## config.mk

```make
export PLATFORM = sky130hd
export DESIGN_NAME = toll_lane_allocator
export DESIGN_NICKNAME = d
export VERILOG_FILES = /design/src/rtl/toll_lane_allocator.sv
export SDC_FILE = /design/constraint.sdc
export NUM_CORES = 1
export LEC_CHECK = 0
export CAP_MARGIN = 30
export CELL_PAD_IN_SITES_DETAIL_PLACEMENT = 1
export CELL_PAD_IN_SITES_GLOBAL_PLACEMENT = 2
export CORE_ASPECT_RATIO = 1.75
export CORE_MARGIN = 4
export CORE_UTILIZATION = 31
export CTS_BUF_LIST = sky130_fd_sc_hd__clkbuf_8
export CTS_CLUSTER_DIAMETER = 60
export DETAILED_ROUTE_END_ITERATION = 8
export PLACE_DENSITY = 0.73
export SETUP_SLACK_MARGIN = 0.15
export SYNTH_ARGS = -nofsm -noshare
export SYNTH_HDL_FRONTEND = slang
export SYNTH_SLANG_ARGS = --single-unit
```

## constraint.sdc

```tcl
create_clock -name clk -period 18.2 [get_ports clk]
set_input_delay 2.73 -clock clk [delete_from_list [all_inputs] [get_ports clk]]
set_output_delay 2.73 -clock clk [all_outputs]
set_load 0.01 [all_outputs]
```

## src/rtl/toll_lane_allocator.sv

```systemverilog
// Toll plaza lane allocator: assigns each arriving vehicle to the least-occupied
// eligible lane and drains every lane autonomously with a per-lane service timer.
module toll_lane_allocator #(
   parameter int unsigned NUM_LANES      = 6,
   parameter int unsigned CNT_W          = 3,
   parameter int unsigned PRIO_LANES     = 1,
   parameter int unsigned CASH_LANES     = 2,
   parameter int unsigned SERVICE_CYCLES = 4,
   localparam int unsigned LANE_W        = $clog2(NUM_LANES)
) (
   input  logic                         clk,
   input  logic                         reset,
   input  logic                         enable,
   input  logic                         arr_valid,
   input  logic                         arr_priority,
   input  logic                         arr_cash,
   input  logic [1:0]                   arr_vhtype,
   output logic                         arr_ready,
   output logic                         sel_valid,
   output logic [LANE_W-1:0]            sel_lane,
   output logic [1:0]                   sel_vhtype,
   output logic [NUM_LANES*CNT_W-1:0]   lane_count,
   output logic [NUM_LANES-1:0]         lane_full,
   output logic [NUM_LANES-1:0]         depart,
   output logic [15:0]                  served_total
);

   localparam int unsigned TMR_W   = $clog2(2*SERVICE_CYCLES+1);
   localparam int unsigned CASH_LO = NUM_LANES - CASH_LANES;
   localparam logic [CNT_W-1:0] CNT_MAX = '1;

   logic [CNT_W-1:0]     count_q [NUM_LANES];
   logic [CNT_W-1:0]     count_d [NUM_LANES];
   logic [TMR_W-1:0]     timer_q [NUM_LANES];
   logic [TMR_W-1:0]     timer_d [NUM_LANES];
   logic [NUM_LANES-1:0] lane_full_q, lane_full_d;
   logic [NUM_LANES-1:0] depart_q, depart_d;
   logic                 sel_valid_q, sel_valid_d;
   logic [LANE_W-1:0]    sel_lane_q, sel_lane_d;
   logic [1:0]           sel_vhtype_q, sel_vhtype_d;
   logic [15:0]          served_q, served_d;

   logic [NUM_LANES-1:0] prio_mask, cash_mask, elec_mask;
   logic [NUM_LANES-1:0] full, elig, avail, hit;
   logic [CNT_W-1:0]     best_cnt;
   logic [LANE_W-1:0]    pick;
   logic                 found;
   logic                 accept;
   logic [15:0]          ndep;

   // Last timer value before a departure; cash lanes serve twice as slowly.
   function automatic logic [TMR_W-1:0] t_last(input int unsigned lane);
      return (lane >= CASH_LO) ? TMR_W'(2*SERVICE_CYCLES-1) : TMR_W'(SERVICE_CYCLES-1);
   endfunction

   always_comb begin
      prio_mask = '0;
      cash_mask = '0;
      elec_mask = '0;
      for (int unsigned i = 0; i < NUM_LANES; i++) begin
         prio_mask[i] = (i < PRIO_LANES);
         cash_mask[i] = (i >= CASH_LO);
         elec_mask[i] = (i >= PRIO_LANES) && (i < CASH_LO);
      end
   end

   // Eligibility and min-count selection, lowest index wins ties.
   always_comb begin
      full = '0;
      for (int unsigned i = 0; i < NUM_LANES; i++) begin
         full[i] = (count_q[i] == CNT_MAX);
      end
      if (arr_priority) begin
         elig = (|(prio_mask & ~full)) ? prio_mask : '1;
      end else if (arr_cash) begin
         elig = cash_mask;
      end else begin
         elig = elec_mask;
      end
      avail     = elig & ~full;
      arr_ready = enable & (|avail);
      accept    = arr_valid & arr_ready;
      found     = 1'b0;
      best_cnt  = '1;
      pick      = '0;
      for (int unsigned i = 0; i < NUM_LANES; i++) begin
         if (avail[i] && (!found || count_q[i] < best_cnt)) begin
            found    = 1'b1;
            best_cnt = count_q[i];
            pick     = LANE_W'(i);
         end
      end
      hit = '0;
      for (int unsigned i = 0; i < NUM_LANES; i++) begin
         hit[i] = accept && (pick == LANE_W'(i));
      end
   end

   // Per-lane service timers, occupancy update and departure accounting.
   always_comb begin
      served_d     = served_q;
      depart_d     = '0;
      ndep         = '0;
      sel_valid_d  = 1'b0;
      sel_lane_d   = sel_lane_q;
      sel_vhtype_d = sel_vhtype_q;
      lane_full_d  = full;
      for (int unsigned i = 0; i < NUM_LANES; i++) begin
         count_d[i] = count_q[i];
         timer_d[i] = timer_q[i];
      end
      if (enable) begin
         for (int unsigned i = 0; i < NUM_LANES; i++) begin
            if (count_q[i] != '0) begin
               if (timer_q[i] == t_last(i)) begin
                  depart_d[i] = 1'b1;
                  timer_d[i]  = '0;
               end else begin
                  timer_d[i] = timer_q[i] + 1'b1;
               end
            end
            count_d[i]     = count_q[i] + CNT_W'(hit[i]) - CNT_W'(depart_d[i]);
            lane_full_d[i] = (count_d[i] == CNT_MAX);
            ndep           = ndep + 16'(depart_d[i]);
         end
         served_d = served_q + ndep;
         if (accept) begin
            sel_valid_d  = 1'b1;
            sel_lane_d   = pick;
            sel_vhtype_d = arr_vhtype;
         end
      end
   end

   always_ff @(posedge clk or negedge reset) begin
      if (!reset) begin
         for (int unsigned i = 0; i < NUM_LANES; i++) begin
            count_q[i] <= '0;
            timer_q[i] <= '0;
         end
         lane_full_q  <= '0;
         depart_q     <= '0;
         sel_valid_q  <= 1'b0;
         sel_lane_q   <= '0;
         sel_vhtype_q <= '0;
         served_q     <= '0;
      end else begin
         for (int unsigned i = 0; i < NUM_LANES; i++) begin
            count_q[i] <= count_d[i];
            timer_q[i] <= timer_d[i];
         end
         lane_full_q  <= lane_full_d;
         depart_q     <= depart_d;
         sel_valid_q  <= sel_valid_d;
         sel_lane_q   <= sel_lane_d;
         sel_vhtype_q <= sel_vhtype_d;
         served_q     <= served_d;
      end
   end

   for (genvar g = 0; g < NUM_LANES; g++) begin : g_cnt
      assign lane_count[g*CNT_W +: CNT_W] = count_q[g];
   end

   assign lane_full    = lane_full_q;
   assign depart       = depart_q;
   assign sel_valid    = sel_valid_q;
   assign sel_lane     = sel_lane_q;
   assign sel_vhtype   = sel_vhtype_q;
   assign served_total = served_q;

endmodule
```

==> metrics.md <==
| Metric | Value |
|---|---|
| Placed instance count | 689 |
| Arr. time, crit path | 11.62 ns |
| Total track usage | 14.4% |
| Worst-path clk slew | 0.08 ns |
| Cell leakage power | 2.44 nW |
| Starting Density | 31.7% |
| Mean Syn Cell Area | 9.95 um^2 |
| Share of cells above drive strength 1 | 8.78% |
| Worst Setup Slack, final | 6.82 ns |
| CTS tree | done |
| Critical Path Sink Type | register |
| Clk Latency, worst-skew pair | 0.36 ns |
| Crit path max fanout | 13 |
| ANT nets after route | 0 |
| GRT busiest layer | met2 |
| Sequential Area | 1900 um^2 |
| Total chip power | 0.937 mW |
| CP max stage delay | 0.77 ns |
| CTS Buf Count | 9 |
| Layout fillers | 1,657 |
| DRT Pass-1 Iters | 4 |
| Most used cell along the critical path | ha_1 |
| Die Wd | 99.9 um |
| Clk_skew | 0.00838 ns |
| Initial DRC count | 91 |
| # nets final | 565 |
| Slowest CP cell | a2111oi_0 |
| Die Y-Extent | 169 um |
| Resize count post-CTS | 0 |
| Netlist Area Pre-Place | 4580 um^2 |
| Slew Limit Fails | 0 |
| Post-synthesis cell type count | 61 |
| Yosys reg bits | 76 |
| CTS max path bufs | 2 |
| Min Tclk post-route | 11.38 ns |
| WL/cell | 16.0 um |
| Clock sinks | 76 |
| Hpwl dp | 8590 um |
| Tightest Pin Transition | 0.855 ns |
| Total Neg Setup Slack | 0 ns |
| Worst Path Required | 18.45 ns |
| GR Overflow Total | 0 |
| Hold Path Depth | 1 |
| Sequential fraction of the synthesis area | 41.5% |
| Worst IR Drop VDD | 57.0 uV |
| DRC viols | 0 |
| Core ar. | 14,400 um^2 |
| RSZ-0062 raised after global routing | no |
| PortBufs | 60 |
| Max Fclk | 87.9 MHz |
| H-tree levels | 3 |
| Ant diodes | 0 |
| Final Setup Violations | 0 |
| Startpoint types | input port |
| Met3 Usage GRT | 2.89% |
| Main flop type after synthesis | dfrtp_1 |
| Largest net degree at the start of global routing | 59 |
| Net Count, Synth | 505 |
| FP Rows | 58 |
| Pre-CTS setup slack | 6.53 ns |
| Area delta synth->final | 20.8% |
| I/O pins | 61 |
| Post-Synthesis Cells | 460 |
| DR vias | 3,540 |
| Top post-synthesis cells by area | dfrtp_1 42%, ha_1 7.4%, nand2_1 5.1%, xnor2_1 4.6%, fa_1 4.4% |
| Period Utilization, post-route | 62.5% |
| Area of the multi-input gates | 2480 um^2 |
| Hold crit path type | reg2reg |
| Reg2Reg Depth | 36 |
| Critical path type | in2reg |
| Met1 Usage GRT | 16.1% |
| Status | complete, no violations |
| Setup Buffers After CTS | 0 |
| Global-route wire length before repair | 19,300 um |
| EDFF count, synth | 0 |
| Routed vias/inst | 5.03 |
| Max_cap viols | 0 |
| Initial antenna violation count | 0 |
| PD cells | 170 nW/um^2 |
| Vias in the first global route | 3,902 |
| Gpl congestion | 0.751 |
| Hold buffers post-CTS | 0 |
| Clk Tree Root Cell | clkbuf_8 |
| Yosys top cell area share | 41.5% |
| Synth area leader | dfrtp_1 |
| Synth Warn # | 0 |
| Die Area | 16,900 um^2 |
| Post-Route WL | 11,200 um |
| Endpoints failing hold | 0 |
| M2 GR Usage | 26.3% |
| Async S/R FF share, synth | 100% |
| Final Instance Count excl. Fillers | 704 |
| Max-slew headroom | 41.5% |
-- Yosys cell counts (all sizes together) (5+ instances only) --
cell / count
dfrtp: 76
nand2: 62
nor2: 32
ha: 27
inv: 27
o21ai: 24
xnor2: 24
nand3: 16
xor2: 16
a21oi: 15
nand2b: 14
mux2: 11
nor3: 11
fa: 10
nand4: 10
clkbuf: 9
nor2b: 9
nand4b: 7
and2: 5
-- through the flow --
stage	cell area (um^2)	hold WS (ns)	utilization [%]
2_1_floorplan	4580	0.457	-
3_3_place_gp	5310	0.461	36.8
3_5_place_dp	5340	0.468	37.0
4_1_cts	5530	0.484	38.3
5_1_grt	5530	0.524	38.3
6_report	5530	0.482	38.3
-- logic make-up (layout without fill, tap and decap cells) --
group | count (synthesis) | in the layout | share of synthesized area, %
DFF | 76 | 76 | 41.5
buffers and inverters | 40 | 104 | 4.21
muxes | 14 | 14 | 3.44
and+or+nand+nor | 180 | 180 | 19.9
adders and majority gates | 37 | 37 | 11.8
xor gates and xnor gates | 40 | 40 | 7.65
AOI/OAI and AO/OA | 73 | 73 | 11.5
-- flip-flops by register name, summed over array words and instances, names as in the netlist --
register      cells
lane_full         6
served_total     16
lane_count       18
sel_lane          3
depart            6
sel_valid         1
sel_vhtype        2
timer_q          24
-- final cells by class --
| class | instances | share of cell area, % |
|---|---|---|
| multi-input combinational | 344 | 44.9 |
| clock inverter | 6 | 1.18 |
| inverter | 27 | 1.83 |
| tap | 180 | 4.07 |
| clock buffer | 9 | 2.24 |
| timing repair buffer | 62 | 11.4 |
| sequential | 76 | 34.4 |
-- worst max-delay path: cells and delay by family --
family	cells	cell delay, ns
AOI/OAI and AO/OA	15	4.09
xor gates and xnor gates	2	0.32
adders and majority gates	7	1.86
buffers and inverters	4	0.80
muxes	1	0.33
and+or+nand+nor	8	1.46
-- where the power goes --
part	internal, mW	switching, mW	total [mW]
clock	0.0629	0.0688	0.132
combinational	0.246	0.247	0.493
sequential	0.227	0.0855	0.313
-- worst paths after layout --
kind	slack [ns]	end	start
setup / recovery	6.82	lane_full[5]	arr_priority
hold / removal	0.48	served_total[15]	served_total[15]
setup reg to reg	9.33	lane_full[5]	lane_count[1]
hold reg to reg	0.48	served_total[15]	served_total[15]
max in group asynchronous	15.37	served_total[1]	reset
min in group asynchronous	2.24	depart[4]	reset
-- cell usage in the layout (no fill, tap or decap), drive strengths merged, types with 11 or more instances in the layout --
cell | netlist | layout
xnor2 | 24 | 24
xor2 | 16 | 16
dfrtp | 76 | 76
inv | 27 | 28
nor2 | 32 | 32
o21ai | 24 | 24
nand2b | 14 | 14
clkdlybuf4s50 | 0 | 58
nor3 | 11 | 11
nand2 | 62 | 62
mux2 | 11 | 11
ha | 27 | 27
nand3 | 16 | 16
a21oi | 15 | 15
-- per-layer routing --
layer  vias up  part of all wire (%)
met5         -                     0
met4         0                   1.7
met3        12                   3.3
met2        42                    55
met1      1786                    40
li1       1700                     -
Note: power is estimated with default switching activity, not from simulation.
